File: src/rtl/clock_works_pkg.sv
// rtl/clock_works_pkg.sv - shared default constants for the clock_works slice
// Purpose: holds the default division exponent and reset-synchronizer depth
//          used as parameter defaults by clock_works and reset_sync.
// Ports:   none (package).
package clock_works_pkg;

  // Default clock division exponent: clk period is 2^(SLOW+1) CLK cycles.
  localparam int SLOW_DEFAULT        = 21;
  // Default depth of the reset-release synchronizer chain.
  localparam int SYNC_STAGES_DEFAULT = 2;

endpackage

File: src/rtl/reset_sync.sv
// rtl/reset_sync.sv - asynchronous-assert, synchronous-release reset synchronizer
// Purpose: produces an active-low reset that clears immediately with arst_n and
//          releases on the SYNC_STAGES-th rising clk edge after arst_n rises.
// Ports:
//   clk    input  1  clock of the destination domain
//   arst_n input  1  asynchronous active-low reset source
//   rst_n  output 1  synchronized active-low reset, driven straight from a flop
module reset_sync
  import clock_works_pkg::*;
#(
  parameter int SYNC_STAGES = SYNC_STAGES_DEFAULT
) (
  input  logic clk,
  input  logic arst_n,
  output logic rst_n
);

  logic [SYNC_STAGES-1:0] sync_q;
  logic [SYNC_STAGES-1:0] sync_d;

  // Shift a constant 1 in from the bottom; the top flop is the released reset.
  always_comb begin
    sync_d = {sync_q[SYNC_STAGES-2:0], 1'b1};
  end

  always_ff @(posedge clk or negedge arst_n) begin
    if (!arst_n) begin
      sync_q <= '0;
    end else begin
      sync_q <= sync_d;
    end
  end

  assign rst_n = sync_q[SYNC_STAGES-1];

endmodule

File: src/rtl/clock_works.sv
// rtl/clock_works.sv - clock divider plus reset synchronizer for the divided domain
// Purpose: divides the board clock by 2^(SLOW+1) (or passes it through when
//          SLOW=0) and generates a matching reset for the divided clock domain.
// Ports:
//   CLK    input  1  board clock, the only clock input
//   RESETN input  1  asynchronous active-low board reset
//   clk    output 1  divided internal clock for downstream logic
//   resetn output 1  active-low reset for clk: async assert, sync release
module clock_works
  import clock_works_pkg::*;
#(
  parameter int SLOW        = SLOW_DEFAULT,
  parameter int SYNC_STAGES = SYNC_STAGES_DEFAULT
) (
  input  logic CLK,
  input  logic RESETN,
  output logic clk,
  output logic resetn
);

  generate
    if (SLOW >= 1) begin : g_div
      localparam int CNT_W = SLOW + 1;

      logic [CNT_W-1:0] cnt_q;
      logic [CNT_W-1:0] cnt_d;

      // Free-running; natural modulo wrap from all-ones to zero.
      always_comb begin
        cnt_d = cnt_q + CNT_W'(1);
      end

      always_ff @(posedge CLK or negedge RESETN) begin
        if (!RESETN) begin
          cnt_q <= '0;
        end else begin
          cnt_q <= cnt_d;
        end
      end

      // Top counter bit comes straight off a flop, so clk is glitch-free
      // and exactly 50% duty.
      assign clk = cnt_q[SLOW];
    end else begin : g_pass
      assign clk = CLK;
    end
  endgenerate

  reset_sync #(
    .SYNC_STAGES(SYNC_STAGES)
  ) u_reset_sync (
    .clk   (clk),
    .arst_n(RESETN),
    .rst_n (resetn)
  );

endmodule

File: config.mk
export PLATFORM = sky130hd
export DESIGN_NAME = clock_works
export DESIGN_NICKNAME = d
export VERILOG_FILES = /design/src/rtl/clock_works_pkg.sv /design/src/rtl/reset_sync.sv /design/src/rtl/clock_works.sv
export SDC_FILE = /design/constraint.sdc
export NUM_CORES = 1
export LEC_CHECK = 0
export ABC_AREA = 1
export BUFFER_PORTS_ARGS = -buffer_cell sky130_fd_sc_hd__buf_2
export CORE_ASPECT_RATIO = 0.7
export CORE_MARGIN = 3
export CORE_UTILIZATION = 35
export CTS_CLUSTER_SIZE = 40
export DETAILED_ROUTE_END_ITERATION = 16
export HOLD_SLACK_MARGIN = 0.03
export PLACE_DENSITY = 0.51
export SETUP_SLACK_MARGIN = 0.4
export SYNTH_ARGS = -nofsm -noshare
export SYNTH_HDL_FRONTEND = slang
export SYNTH_SLANG_ARGS = --single-unit
export TNS_END_PERCENT = 20
File: constraint.sdc
create_clock -name CLK -period 3.58 [get_ports CLK]
set_input_delay 0.716 -clock CLK [delete_from_list [all_inputs] [get_ports CLK]]
set_output_delay 0.716 -clock CLK [all_outputs]
set_load 0.01 [all_outputs]
* Yosys cells after proc, flatten, opt, wreduce, memory -nomap -nowiden
Cells that the tools add are included.
Storage, ports and cells: flip-flop bits (word level) 24, input port bits 2, output and inout bits 2, logic and storage cells 3
Cells by class: add/sub/neg operators 1
Operator list (number):
- 22-bit by 1-bit adder with 22-bit output, second input constant | 1

* Depth between registers and ports, before layout
Gate-level depths: netlist of the first run.
depth after elaboration 1, depth in mapped cells 8, mapped depth without buffers 8

* Hierarchy
A second synthesis of the first run with hierarchy kept.
Second synthesis, totals: cell total of the unflattened synthesis 130, area total of the unflattened synthesis 1152.4 µm²
By module, submodules not included:
- clock_works | instances 1, cells an instance 127, area an instance 1098.6 µm²
- reset_sync | instances 1, cells an instance 3, area an instance 53.8 µm²

==> results.md, run 1 <==
- Run status: finished, final reports clean
- Min Clock Period, post-route: 1.544 ns
- Highest clock rate: 647.5 MHz
- Post-route DRC: 0
- Synth Cell Area: 1152 um^2
- Drt total wl: 1998 um
- Global placer's final weighted congestion: 0.7919
- Root Driver: clkbuf_8
- Initial antenna violation count: 0
- Post-synth top area share: 52.12%
- Most frequent cells in the layout: 43 x nand2_1, 24 x dfrtp_1, 15 x nor2_1, 10 x inv_1
- Drt pass-1 iters: 4
- CP Max Fanout: 5
- Number of I/O pins: 4
- Endpoints left unconstrained: 2
- Critical path buffer and inverter count: 1
- DR vias/cell: 4.486
- Drt initial violations: 68
- Ranking of synthesized cells by area: dfrtp_1 52%, nand2_1 14%, xor2_1 5.3%, nor2_1 4.9%, nand3b_1 4.6%
- Avg WL per Cell: 11.55 um
- GRT met2 Usage: 18.66%
- Die width: 74.58 um
- Met1 GRT Util: 17.59%
- H-tree Lvls: 1
- Max VDD drop: 0.0001442 V
- Worst slew pin tran: 0.5426 ns
- Critical Path RT: 2.86 ns
- # Post-CTS Setup Buffers: 0
- Pre-CTS WS: 2.262 ns
- Final Instance Area: 1267 um^2
- GR Overflow Total: 0
- Layout cells sized above 1: 13.87%
- Via count: 776
- ANT nets after route: 0
- Critical Path AT: 0.83 ns
- Synth unique cells: 17
- CP max-delay cell: dfrtp_1
- Worst-path cell chain: buf_2
- Commonest non-fill, non-tap cell in the layout: nand2_1
- Pwr Density: 341.3 nW/um^2
- CTS Buf Count: 3
- First-pass GRT wire length: 3732 um
- Largest area contributor in the netlist: dfrtp_1
- Register pins left without a clock: 2
- Final period utilization: 43.14%
- Area after DPL: 1212 um^2
- Area grow syn2layout: 9.990%
- WS Path Type: reg2out
- Post-Syn Instances: 130
- Worst setup EP type: primary output
- Mapped Nets: 133
- Clk_lat worst skew: 0.27 ns
- CP startpoint kind: flip-flop
- P_leak: 0.6100 nW
- Max Clock Skew: 0.007429 ns
- Hpwl dp: 1559 um
- Pins Over Slew Limit: 0
- RSZ-0062 raised after global routing: false
- Synth Area per Inst: 8.864 um^2
- Final setup viols: 0
- # resized after CTS: 0
- Pwr Total: 0.0004325 W
- Ant diodes: 0
- Setup TNS: 0 ns
- Met3 usage: 4.478%
- Synthesis Warnings: 0
- Cts hold-fix bufs: 0
- Top delay family on crit path: flip-flops
- Maximum root-to-sink buffer count: 2
- Worst hold path type: in2async
- GRT Overall Usage: 12.81%
- Sequential cell area fraction in the yosys report: 52.12%
- Rel. slew slack: 63.83%
- Vias in the first global route: 803
- Final Hold Fails: 0
- I/O Buffers: 3
- Core area: 2963 um^2
- Clock Pin Slew Worst Setup and Hold Paths: 0.08 ns
- Placement row count: 16
- Die area: 4028 um^2
- Total of max-cap violations: 0
- DIE HEIGHT: 54.01 um
- PnR worst setup slack: 2.036 ns
- Register bit total from synthesis: 24
- Starting Density: 38.89%
- Largest net degree at the start of global routing: 25
- CTS tree: yes
- Fin nets: 141
- Busiest grt layer: met2
- Slowest stage delay, CP: 0.41 ns
==> where the power goes <==
part | switching [W] | internal, W
Sequential | 0 | 0.000248
Combinational | 0.00000525 | 0.000000390
Clock | 0.0000805 | 0.0000981
Total | 0.0000857 | 0.000347
==> synthesized netlist by cell type (all sizes together) <==
| master | number |
|---|---|
| conb | 1 |
| dfrtp | 24 |
| ha | 1 |
| inv | 11 |
| nand2 | 47 |
| nand3 | 4 |
| nand3b | 7 |
| nand4 | 1 |
| nor2 | 21 |
| o21ai | 1 |
| xnor2 | 5 |
| xor2 | 7 |
==> cell type report <==
| type | instances | area [um^2] |
|---|---|---|
| inverters | 11 | 41.29 |
| multi-input cells | 95 | 510.5 |
| well taps | 36 | 45.04 |
| fillers | 288 | 1695 |
| repair buffers | 3 | 15.01 |
| clock buffers | 4 | 55.05 |
| flip-flops and latches | 24 | 600.6 |
==> per-stage QoR <==
step	std cells	hold WS (ns)	util, %
floorplan	130	0.4204	-
global placement	169	0.4553	40.92
detailed placement	169	0.4815	40.92
CTS	173	0.4377	42.78
global route	173	0.4719	42.78
finish	173	0.4226	42.78
==> path summary, 6_finish.rpt <==
check                      depth (start not counted)                         to  slack [ns]                       from
max                                                1                        clk        2.04  g_div.cnt_q[21]$_DFF_PN0_
min reg2reg                                        1   g_div.cnt_q[0]$_DFF_PN0_        0.49   g_div.cnt_q[0]$_DFF_PN0_
min                                                1   g_div.cnt_q[2]$_DFF_PN0_        0.42                     RESETN
max reg2reg                                        8  g_div.cnt_q[18]$_DFF_PN0_        2.27   g_div.cnt_q[1]$_DFF_PN0_
min in group CLK                                   1   g_div.cnt_q[0]$_DFF_PN0_        0.49   g_div.cnt_q[0]$_DFF_PN0_
max in group asynchronous                          1  g_div.cnt_q[20]$_DFF_PN0_        2.78                     RESETN
==> flip-flops by register name, summed over array words and instances (netlist names) <==
signal and cells:
g_div.cnt_q 22, u_reset_sync.sync_q 2
==> cell families (layout without fill, tap and decap cells) <==
kind of cell / count (synthesis) / in the layout / synth area share [%]
AO/OA/AOI/OAI: 1 / 1 / 0.4339
other: 1 / 1 / 0.3254
AND/OR/NAND/NOR: 80 / 80 / 33.33
flip-flops: 24 / 24 / 52.12
buffers and inverters: 11 / 18 / 3.583
adder cells (fa/ha/maj): 1 / 1 / 1.086
XOR/XNOR: 12 / 12 / 9.120
==> routing by layer <==
metal | wire (um) | share of wire, %
met5 | 0 | 0
met4 | 14 | 0.70
met3 | 65 | 3.3
met2 | 787 | 39
met1 | 1130 | 57
Power figures use the tool's default switching activity.
==> run 2, diff against run 1 <==
==> constraint.sdc (replaced) <==
create_clock -name CLK -period 1.45 [get_ports CLK]
set_input_delay 0.29 -clock CLK [delete_from_list [all_inputs] [get_ports CLK]]
set_output_delay 0.29 -clock CLK [all_outputs]
set_load 0.01 [all_outputs]
==> run 2 against run 1 <==
Net effect: clock skew shrank 0.0048 ns; critical path depth increased by 7; worst hold slack better by 0.058 ns; global-route usage shrank 0.88 points; total power is 130% higher; final cell count grew 5.2%; sequential share of layout area fell by 2.7 points; sequential cell count unchanged; die area did not move; critical path type is now reg2reg; largest cell class unchanged.
==> results.md, run 2 (synthesis results as in run 1) <==
- Most flop-heavy register: g_div.cnt_q
- Post-route DRC: 0
- Most frequent cells in the layout: 43 x nand2_1, 24 x dfrtp_1, 13 x nor2_1, 10 x inv_1, 9 x buf_4
- Total of max-cap violations: 0
- Ant diodes: 0
- CP startpoint kind: flip-flop
- PnR worst setup slack: 0.2328 ns
- GR Overflow Total: 0
- Core area: 2963 um^2
- CP Max Fanout: 5
- CTS Buf Count: 3
- Max VDD drop: 0.0003632 V
- Max Clock Skew: 0.002620 ns
- First-pass GRT wire length: 3567 um
- WS Path Type: reg2reg
- Max reg flops: 22
- Highest clock rate: 821.6 MHz
- Layout cells sized above 1: 20.55%
- Register pins left without a clock: 2
- RSZ-0062 raised after global routing: true
- Top delay family on crit path: simple AND/OR/NAND/NOR gates
- Hpwl dp: 1496 um
- Critical Path AT: 1.37 ns
- Fillers: 283
- Endpoints left unconstrained: 2
- Worst flop-to-flop path startpoint: g_div.cnt_q[1]$_DFF_PN0_
- Worst-path cell chain: buf_4, nand2_2, nor2_4, nand2_2, nor2_4, nand2_1, nand2_1, nand2_1
- Final Instance Area: 1344 um^2
- Final period utilization: 83.95%
- Maximum root-to-sink buffer count: 2
- Area after DPL: 1215 um^2
- Starting Density: 38.89%
- Worst hold path type: reg2reg
- Root Driver: clkbuf_8
- DR vias/cell: 4.440
- Drt pass-1 iters: 4
- P_leak: 0.6680 nW
- Final Hold Fails: 0
- Register area: 600.6 um^2
- WHS: 0.4804 ns
- Critical path buffer and inverter count: 1
- Number of I/O pins: 4
- Initial antenna violation count: 0
- Worst setup EP type: flip-flop
- Critical Path Start: g_div.cnt_q[1]$_DFF_PN0_
- Min Clock Period, post-route: 1.217 ns
- Largest registers: g_div.cnt_q: 22 flops, u_reset_sync.sync_q: 2 flops
- Reg2Reg Depth: 8
- Via count: 808
- H-tree Lvls: 1
- Drt total wl: 2010 um
- Critical path depth: 8
- Final setup viols: 0
- Footprint of the multi-input gates: 523.0 um^2
- CP max-delay cell: dfrtp_1
- Commonest non-fill, non-tap cell in the layout: nand2_1
- Placement row count: 16
- Vias in the first global route: 793
- Die area: 4028 um^2
- Pwr Density: 745.7 nW/um^2
- Setup TNS: 0 ns
- Critical Path RT: 1.60 ns
- CP endpoint: g_div.cnt_q[15]$_DFF_PN0_
- I/O Buffers: 3
- Pre-CTS WS: 0.1577 ns
- Avg WL per Cell: 11.04 um
- Slowest stage delay, CP: 0.36 ns
- Run status: finished, final reports clean
- Pins Over Slew Limit: 0
- ANT nets after route: 0
- Post-Route Utilization: 45.35%
- Largest net degree at the start of global routing: 25
- Global placer's final weighted congestion: 0.8018
- Area grow syn2layout: 16.61%
- Clock Pin Slew Worst Setup and Hold Paths: 0.08 ns
- Reg2reg end: g_div.cnt_q[15]$_DFF_PN0_
- R2R setup slack: 0.23 ns
- DIE HEIGHT: 54.01 um
- Rel. slew slack: 65.15%
- Die width: 74.58 um
- CTS tree: yes
- Drt initial violations: 15
- GRT Overall Usage: 11.94%
- Fin nets: 151
- Hold Crit Depth: 1
- Most Frequent Cell on Critical Path: nand2_1
- Clk_lat worst skew: 0.26 ns
- Worst slew pin tran: 0.5227 ns
-- run 2: changes by cell type in the layout (fill, tap and decap cells not counted), sizes merged --
cell,before,now
buf,3,12
clkbuf,4,3
dlygate4sd3,0,1
-- run 2: layer usage --
layer  wire, um  up-vias  part of all wire (%)  global-route usage, %
met3         92        2                   4.6                  3.918
met1       1070      365                    53                  15.21
met4          8        0                  0.40                  2.663
met5          0        -                     0                      0
met2        839       15                    42                  19.83
li1           -      426                     -                      -
-- run 2: worst min path at each step --
stage,from,end,slack [ns]
floorplan,RESETN,g_div.cnt_q[0]$_DFF_PN0_,-0.006
global placement,RESETN,g_div.cnt_q[21]$_DFF_PN0_,0.30
detailed placement,RESETN,g_div.cnt_q[21]$_DFF_PN0_,0.30
CTS,g_div.cnt_q[0]$_DFF_PN0_,g_div.cnt_q[0]$_DFF_PN0_,0.48
global route,g_div.cnt_q[0]$_DFF_PN0_,g_div.cnt_q[0]$_DFF_PN0_,0.50
finish,g_div.cnt_q[0]$_DFF_PN0_,g_div.cnt_q[0]$_DFF_PN0_,0.48
-- run 2: layout make-up --
class	instances	area share (%)
clock buffers	3	3.073
well taps	36	3.352
flip-flops and latches	24	44.69
inverters	11	3.073
repair buffers	13	6.890
multi-input cells	95	38.92
-- run 2: through the flow --
step / instances / total power [W]
after floorplan: 130 / 0.0006257
after global placement: 169 / 0.0006401
after detailed placement: 169 / 0.0006400
after CTS: 179 / 0.001021
after global routing: 182 / 0.001040
final: 182 / 0.001002
-- run 2: worst register-to-register path, cell delays in order (launching register included) --
cell,delay [ns]
dfrtp_1,0.36
buf_4,0.11
nand2_2,0.05
nor2_4,0.16
nand2_2,0.11
nor2_4,0.15
nand2_1,0.07
nand2_1,0.06
nand2_1,0.05
-- run 2: what timing repair did --
item / CTS / global route
buffers inserted: 6 / 3
setup endpoints to repair: 16 / 19
endpoints found under the hold margin: 22 / 0
cloned: 0 / 0
resized for setup: 1 / 2
pin swaps: 3 / 2
hold buffers: 1 / 0
-- run 2: power breakdown --
part	internal, W	switching [W]
clock	0.000185	0.000188
sequential	0.000613	0
combinational	0.00000271	0.0000127
total	0.000801	0.000201
